## src/rtl/ring_slide_endpoint.sv

```systemverilog
// ring_slide_endpoint
// Cluster-side endpoint of the inter-cluster slide/reduction ring. It sits
// between the cluster SLDU and its ring router. For every slide command it
// strobes the router configuration and streams the commanded number of beats
// out to the router. It collects the same number of beats back into a small
// receive FIFO and then pulses done.
//
// Ports
//   clk_i, rst_i              clock, synchronous active-high reset
//   cmd_*                     slide command (valid/ready, dir, bypass, beats)
//   tx_*                      outbound beats from the SLDU (valid/ready)
//   rx_*                      inbound beats to the SLDU (valid/ready, FIFO output)
//   ring_*_o / ring_ready_i   beats toward the router
//   ring_*_i / ring_ready_o   beats from the router
//   conf_valid_o/dir/bypass   router configuration strobe and latched settings
//   busy_o, done_o            activity level and completion pulse
module ring_slide_endpoint #(
  parameter int DataWidth = 64,
  parameter int CntWidth  = 16,
  parameter int RxDepth   = 2
) (
  input  logic                 clk_i,
  input  logic                 rst_i,
  input  logic                 cmd_valid_i,
  output logic                 cmd_ready_o,
  input  logic                 cmd_dir_i,
  input  logic                 cmd_bypass_i,
  input  logic [CntWidth-1:0]  cmd_beats_i,
  input  logic [DataWidth-1:0] tx_data_i,
  input  logic                 tx_valid_i,
  output logic                 tx_ready_o,
  output logic [DataWidth-1:0] rx_data_o,
  output logic                 rx_valid_o,
  input  logic                 rx_ready_i,
  output logic [DataWidth-1:0] ring_data_o,
  output logic                 ring_valid_o,
  input  logic                 ring_ready_i,
  input  logic [DataWidth-1:0] ring_data_i,
  input  logic                 ring_valid_i,
  output logic                 ring_ready_o,
  output logic                 conf_valid_o,
  output logic                 conf_dir_o,
  output logic                 conf_bypass_o,
  output logic                 busy_o,
  output logic                 done_o
);

  localparam int PtrWidth = (RxDepth > 1) ? $clog2(RxDepth) : 1;
  localparam logic [PtrWidth:0]   FifoFull  = (PtrWidth+1)'(RxDepth);
  localparam logic [PtrWidth:0]   FifoZero  = {(PtrWidth+1){1'b0}};
  localparam logic [PtrWidth:0]   FifoOne   = {{PtrWidth{1'b0}}, 1'b1};
  localparam logic [PtrWidth-1:0] PtrOne    = {{(PtrWidth-1){1'b0}}, 1'b1};
  localparam logic [CntWidth-1:0] CntZero   = {CntWidth{1'b0}};
  localparam logic [CntWidth-1:0] CntOne    = {{(CntWidth-1){1'b0}}, 1'b1};

  typedef enum logic [1:0] {
    ST_IDLE = 2'd0,
    ST_CONF = 2'd1,
    ST_XFER = 2'd2,
    ST_DONE = 2'd3
  } state_e;

  state_e                state_r;
  logic                  dir_r;
  logic                  bypass_r;
  logic [CntWidth-1:0]   beats_r;
  logic [CntWidth-1:0]   tx_cnt_r;
  logic [CntWidth-1:0]   rx_cnt_r;
  logic [DataWidth-1:0]  fifo_mem_r [RxDepth];
  logic [PtrWidth-1:0]   wr_ptr_r;
  logic [PtrWidth-1:0]   rd_ptr_r;
  logic [PtrWidth:0]     fifo_cnt_r;

  logic in_xfer_s;
  logic tx_open_s;
  logic rx_open_s;
  logic fifo_empty_s;
  logic fifo_full_s;
  logic tx_ready_s;
  logic ring_ready_s;
  logic rx_valid_s;
  logic tx_hs_s;
  logic push_s;
  logic pop_s;
  logic xfer_done_s;

  // Handshake qualifiers. The counters stop each side at the commanded length.
  always_comb begin
    in_xfer_s    = (state_r == ST_XFER) && !rst_i;
    tx_open_s    = in_xfer_s && (tx_cnt_r < beats_r);
    rx_open_s    = in_xfer_s && (rx_cnt_r < beats_r);
    fifo_empty_s = (fifo_cnt_r == FifoZero);
    fifo_full_s  = (fifo_cnt_r == FifoFull);
    tx_ready_s   = tx_open_s && ring_ready_i;
    // Full blocks the router even when the SLDU pops this cycle, so there is
    // no combinational path from rx_ready_i to ring_ready_o.
    ring_ready_s = rx_open_s && !fifo_full_s;
    rx_valid_s   = !fifo_empty_s && !rst_i;
    tx_hs_s      = tx_valid_i && tx_ready_s;
    push_s       = ring_valid_i && ring_ready_s;
    pop_s        = rx_valid_s && rx_ready_i;
    xfer_done_s  = (tx_cnt_r == beats_r) && (rx_cnt_r == beats_r) && fifo_empty_s;
  end

  // Output decode; every output is forced low while reset is asserted.
  always_comb begin
    if (rst_i) begin
      cmd_ready_o   = 1'b0;
      tx_ready_o    = 1'b0;
      rx_data_o     = {DataWidth{1'b0}};
      rx_valid_o    = 1'b0;
      ring_data_o   = {DataWidth{1'b0}};
      ring_valid_o  = 1'b0;
      ring_ready_o  = 1'b0;
      conf_valid_o  = 1'b0;
      conf_dir_o    = 1'b0;
      conf_bypass_o = 1'b0;
      busy_o        = 1'b0;
      done_o        = 1'b0;
    end else begin
      cmd_ready_o   = (state_r == ST_IDLE);
      tx_ready_o    = tx_ready_s;
      rx_data_o     = fifo_mem_r[rd_ptr_r];
      rx_valid_o    = rx_valid_s;
      ring_data_o   = tx_data_i;
      ring_valid_o  = tx_valid_i && tx_open_s;
      ring_ready_o  = ring_ready_s;
      conf_valid_o  = (state_r == ST_CONF);
      conf_dir_o    = dir_r;
      conf_bypass_o = bypass_r;
      busy_o        = (state_r != ST_IDLE);
      done_o        = (state_r == ST_DONE);
    end
  end

  // Command FSM with latched command fields and the two beat counters.
  always_ff @(posedge clk_i) begin
    if (rst_i) begin
      state_r  <= ST_IDLE;
      dir_r    <= 1'b0;
      bypass_r <= 1'b0;
      beats_r  <= CntZero;
      tx_cnt_r <= CntZero;
      rx_cnt_r <= CntZero;
    end else begin
      if (tx_hs_s) begin
        tx_cnt_r <= tx_cnt_r + CntOne;
      end
      if (push_s) begin
        rx_cnt_r <= rx_cnt_r + CntOne;
      end
      case (state_r)
        ST_IDLE: begin
          if (cmd_valid_i) begin
            dir_r    <= cmd_dir_i;
            bypass_r <= cmd_bypass_i;
            beats_r  <= cmd_beats_i;
            tx_cnt_r <= CntZero;
            rx_cnt_r <= CntZero;
            state_r  <= ST_CONF;
          end else begin
            state_r  <= ST_IDLE;
          end
        end
        ST_CONF: begin
          if (bypass_r || (beats_r == CntZero)) begin
            state_r <= ST_DONE;
          end else begin
            state_r <= ST_XFER;
          end
        end
        ST_XFER: begin
          if (xfer_done_s) begin
            state_r <= ST_DONE;
          end else begin
            state_r <= ST_XFER;
          end
        end
        ST_DONE: begin
          state_r <= ST_IDLE;
        end
        default: begin
          state_r <= ST_IDLE;
        end
      endcase
    end
  end

  // Receive FIFO pointers and occupancy; reset discards in-flight beats.
  always_ff @(posedge clk_i) begin
    if (rst_i) begin
      wr_ptr_r   <= {PtrWidth{1'b0}};
      rd_ptr_r   <= {PtrWidth{1'b0}};
      fifo_cnt_r <= FifoZero;
    end else begin
      if (push_s) begin
        wr_ptr_r <= wr_ptr_r + PtrOne;
      end
      if (pop_s) begin
        rd_ptr_r <= rd_ptr_r + PtrOne;
      end
      if (push_s && !pop_s) begin
        fifo_cnt_r <= fifo_cnt_r + FifoOne;
      end else if (pop_s && !push_s) begin
        fifo_cnt_r <= fifo_cnt_r - FifoOne;
      end else begin
        fifo_cnt_r <= fifo_cnt_r;
      end
    end
  end

  // Receive FIFO storage; contents are only meaningful behind valid pointers.
  always_ff @(posedge clk_i) begin
    if (push_s) begin
      fifo_mem_r[wr_ptr_r] <= ring_data_i;
    end
  end

endmodule

```

## config.mk

```make
export PLATFORM = sky130hd
export DESIGN_NAME = ring_slide_endpoint
export DESIGN_NICKNAME = d
export VERILOG_FILES = /design/src/rtl/ring_slide_endpoint.sv
export SDC_FILE = /design/constraint.sdc
export NUM_CORES = 1
export LEC_CHECK = 0
export ABC_AREA = 1
export CAP_MARGIN = 0
export CORE_MARGIN = 1
export CORE_UTILIZATION = 30
export DETAILED_ROUTE_END_ITERATION = 10
export PLACE_DENSITY = 0.54
export SLEW_MARGIN = 20
export SYNTH_ARGS = -nofsm -noshare
export SYNTH_HDL_FRONTEND = slang
export SYNTH_SLANG_ARGS = --single-unit
```

## constraint.sdc

```tcl
create_clock -name clk_i -period 7.03 [get_ports clk_i]
set_clock_uncertainty 0.15 [all_clocks]
set_input_delay 1.406 -clock clk_i [delete_from_list [all_inputs] [get_ports clk_i]]
set_output_delay 1.406 -clock clk_i [all_outputs]
set_load 0.1 [all_outputs]
```

Word-level counts from Yosys, hierarchy flattened --
Memories as Yosys holds them, arrays and structs flattened. A register that Yosys moved wholly into a read port is not among the register bits. Cells that the tools add are included.
Storage, ports and cells: bits in registers 56, bits in writable memories 128, input bits 153, word-level logic and storage cells 78, memories 1
Cells by class: add/sub/neg operators 6, $lt $le $gt $ge 2, equality and inequality tests 6, muxes and demuxes 28, reduce and logical (&&, ||, !) cells 26
Memories:
- fifo_mem_r | words 2, bits a word 64, read ports 1, clocked after memory_dff 1, write ports 1, line 69 | logic [DataWidth-1:0] fifo_mem_r [RxDepth];
Operator list (number):
- two-way mux 64 bit | 2
- two-way mux 16 bit | 6
- adder 16 x 1 -> 16 bit, second input constant | 2
- == test 16 bit | 2
- less-than comparator 16 bit | 2
- two-way mux 1 bit | 17
- zero test 16 bit | 1
- logical AND 1 bit | 14
- one-hot mux 2 bit (4 select lines) | 1
- == test 2 bit, second input constant | 3
- zero test 1 bit | 5
- zero test 2 bit | 2
- two-way mux 2 bit | 2
- nonzero test 2 bit | 2
- adder 1 bit, second input constant | 2
- adder 2 x 1 -> 2 bit, second input constant | 1
- == test 2 x 1 -> 1 bit, second input constant | 1
- AND reduction 2 bit | 1
- subtractor 2 x 1 -> 2 bit, second input constant | 1
- logical OR 1 bit | 1

Longest topological paths before layout --
depth after elaboration 9, mapped depth 16, depth with buffers taken out 15

Worst setup path before layout --
OpenSTA, ideal clock, no wires.
kind input to register, start in rst_i, end mem fifo_mem_r[1][0] (enable), library setup time 0.487 ns, data arrival time 5.006 ns, path slack 1.387 ns, cell stages on the path 8, cell sequence buf_6 > nor3_2 > nand4_1 > nor2_2 > nand3_2 > buf_6 > buf_6 > nor2_1
Between the ends: longest elaborated chain between the ends 7
Ends and longest elaborated chain:
- from (decl) | line 23 | input logic rst_i,
- zero test 1 bit | line 89 | in_xfer_s = (state_r == ST_XFER) && !rst_i;
- logical AND 1 bit | line 89
- logical AND 1 bit | line 91 | rx_open_s = in_xfer_s && (rx_cnt_r < beats_r);
- logical AND 1 bit | line 97 | ring_ready_s = rx_open_s && !fifo_full_s;
- logical AND 1 bit | line 100 | push_s = ring_valid_i && ring_ready_s;
- two-way mux 1 bit | line 214 | if (push_s) begin
- two-way mux 1 bit (not written as such) | line 215 | fifo_mem_r[wr_ptr_r] <= ring_data_i;
- to (decl) | line 69
Every way passes these cells.

Final worst setup path --
start in rst_i, end out rx_data_o[30]
Between the ends: longest elaborated chain between the ends 1
Ends and longest elaborated chain:
- two-way mux 64 bit | line 107 | if (rst_i) begin
- to (decl) | line 32 | output logic [DataWidth-1:0] rx_data_o,
Every way passes these cells.

==> flow_metrics.tcl <==
set metrics [dict create \
    status "finished, final reports clean" \
    final_common_cell "clkdlybuf4s50_1" \
    drtIter0Drc 499 \
    io_buffers 290 \
    cts.root.buffer_cell "clkbuf_16" \
    wl_per_cell_um 15.6 \
    critPathCaptureType "output pin" \
    final_cell_mix "289 x clkdlybuf4s50_1, 246 x nor2_1, 144 x inv_1" \
    min_period_ns 5.59 \
    n_fill_cell 2868 \
    min_path_type "reg -> reg" \
    cts.clk_slew.worst_paths_ns 0.07 \
    peakVddDrop_v 0.000150 \
    die_w_um 175 \
    fin_nets 1492 \
    cts.sinks 185 \
    regToRegEndpoint "fifo_mem_r[0][14]" \
    setup_tns_ns 0 \
    holdPathEnd "wr_ptr_r" \
    rsz0062_at_grt "no" \
    hold_viol_final 0 \
    cpLargestDelayFamily "buffers and inverters" \
    reg2reg_slack_ns 3.46 \
    cpPeakStageDelay_ns 1.19 \
    hp-start "wr_ptr_r" \
    setup.worst_path.class "in -> out" \
    final_cell_count_no_fill 1697 \
    place_inst 1665 \
    die_y_um 175 \
    drv_slew 0 \
    synth_seq_cells 185 \
    n_antenna_cell 0 \
    grt_overflow 0 \
    powerDensity_nw_per_um2 219 \
    synth_area_leaders "edfxtp_1 43%, dfxtp_1 13%, nor2_1 10%, inv_1 6.1%, nand2_1 5.5%" \
    whs_ns 0.315 \
    htreeDepth 4 \
    holdPathStages 2 \
    ys_types 31 \
    max_freq_ghz 0.179 \
    gr-usage-all-layers_pct 17.2 \
    die_area_um2 30600 \
    final_area_um2 12800 \
    gp_congestion 0.840 \
    core_um2 29100 \
    max_slew_margin_pct 31.1 \
    worstReg2RegStart "beats_r[9]" \
    ff2ff_path_depth 12 \
    crit_slowest_cell "clkdlybuf4s50_1" \
    postCtsHoldBufs 0 \
    power.leakage_nw 5.15 \
    cts.path.max_buffers 2 \
    row_count 62 \
    cts.repair.resized 0 \
    grt_first_pass_wirelength_mm 40.8 \
    fin_crit_sh_pct 79.5 \
    finalWirelength_mm 26.5 \
    antenna_found_initial 2 \
    grt_pass1_vias 7423 \
    path_buf_inv 3 \
    cp_max_fo 65 \
    layout-drive-gt1-share_pct 4.95 \
    yosys.area.top_type "edfxtp_1" \
    grt_max_degree 66 \
    insertion_delay_ns 0.43 \
    dr.pass1.iters 7 \
    arrival_ns 4.03 \
    dpl_cell_area_um2 12200 \
    start_util_pct 30.8 \
    drc 0 \
    num_vias 7485 \
    yosys_warnings 0 \
    required_ns 5.47 \
    cts_tree "yes" \
    dp_hpwl_mm 19.3 \
    netlist_area_um2 8970 \
    seq_area_frac_synth_pct 55.6 \
    syn_avg_cell_area_um2 8.77 \
    syn_inst 1023 \
    synth_top_area_share_pct 42.8 \
    ant_nets 0 \
    setup-violations-final 0 \
    pin_count 291 \
    synthesis.nets 1215 \
    tightest_slew_ns 1.03 \
    via_per_inst 4.41 \
    drv_cap 0 \
    cts_setup_buffers 0 \
    start_kind "input port" \
    path_cells "buf_2 > inv_2 > o21ai_0 > nor2_1 > clkdlybuf4s50_1" \
    cts_inserted_buffers 17 \
    area_delta_synth_final_pct 43.0 \
]
## logic make-up (layout without fill, tap and decap cells)
group / Yosys count / count (layout) / synth area share (%)
AOI/OAI and AO/OA: 133 / 133 / 7.73
xor gates and xnor gates: 21 / 21 / 2.05
adders and majority gates: 39 / 39 / 5.44
buffers and inverters: 192 / 482 / 8.56
DFF: 185 / 185 / 55.6
and+or+nand+nor: 453 / 453 / 20.7
## synthesized netlist by cell type, drive strengths merged
cell / instances
xor2: 20
inv: 148
a21o: 1
nor4: 6
dfxtp: 57
a21oi: 42
xnor2: 1
nor2: 251
nand3: 39
nand4: 11
clkinv: 2
ha: 39
a22oi: 1
nor3: 12
edfxtp: 128
nand2: 133
o21ai: 89
clkbuf: 33
buf: 9
nand3b: 1
## sequential cells by signal, indices dropped and copies added (netlist names), named ones only
name and flops:
rd_ptr_r 1, rx_cnt_r 16, fifo_cnt_r 2, tx_cnt_r 16
beats_r 16, dir_r 1, state_r 2, wr_ptr_r 1
bypass_r 1, fifo_mem_r 128
## report_power, final
part           switching (mW)  leakage, nW  internal (mW)
logic                   0.476         3.24          0.188
registers             0.00855         1.62           1.18
clock network           0.480        0.290          0.481
## worst max-delay path by stage
stage,from,endpoint,slack (ns),depth (start not counted)
finish,rst_i,rx_data_o[30],1.44,5
global placement,rst_i,rx_data_o[44],1.41,5
global route,rst_i,rx_data_o[41],1.22,5
detailed placement,rst_i,rx_data_o[48],1.42,5
floorplan,rst_i,fifo_mem_r[1][0],1.39,8
CTS,rst_i,rx_data_o[48],1.40,5
## routing by layer
metal  GRT usage, %  share of wire, %  up-vias
met5              0             0.095        -
met4           3.30              0.67        4
met3           5.46               6.9       17
met2           27.4                46      189
met1           23.0                46     3414
li1               -                 -     3861
## worst register-to-register path, stage by stage (launching register included)
cell,delay [ns]
dfxtp_1,0.33
inv_1,0.10
ha_1,0.32
nand2_1,0.07
inv_1,0.03
o21ai_0,0.13
a21oi_1,0.11
nor2_2,0.19
nand3_2,0.42
clkinv_2,0.38
nand2_1,0.14
inv_2,0.42
buf_4,0.43
## area by class of cell
class / count / area, um2 / area share [%]
clock buffers: 17 / 425 / 3.32
clock inverters: 15 / 176 / 1.37
inverters: 150 / 564 / 4.40
multi-input cells: 646 / 3230 / 25.1
flip-flops and latches: 185 / 4990 / 38.9
well taps: 384 / 480 / 3.74
repair buffers: 300 / 2970 / 23.2
## through the flow
step / setup slack (ns) / utilization, % / power, mW
4_1_cts: 1.40 / 44.1 / 2.84
6_report: 1.44 / 44.1 / 2.82
5_1_grt: 1.22 / 44.1 / 2.92
3_3_place_gp: 1.41 / 42.0 / 1.88
2_1_floorplan: 1.39 / - / 1.66
3_5_place_dp: 1.42 / 42.0 / 1.88
Note: power is estimated with default switching activity, not from simulation.
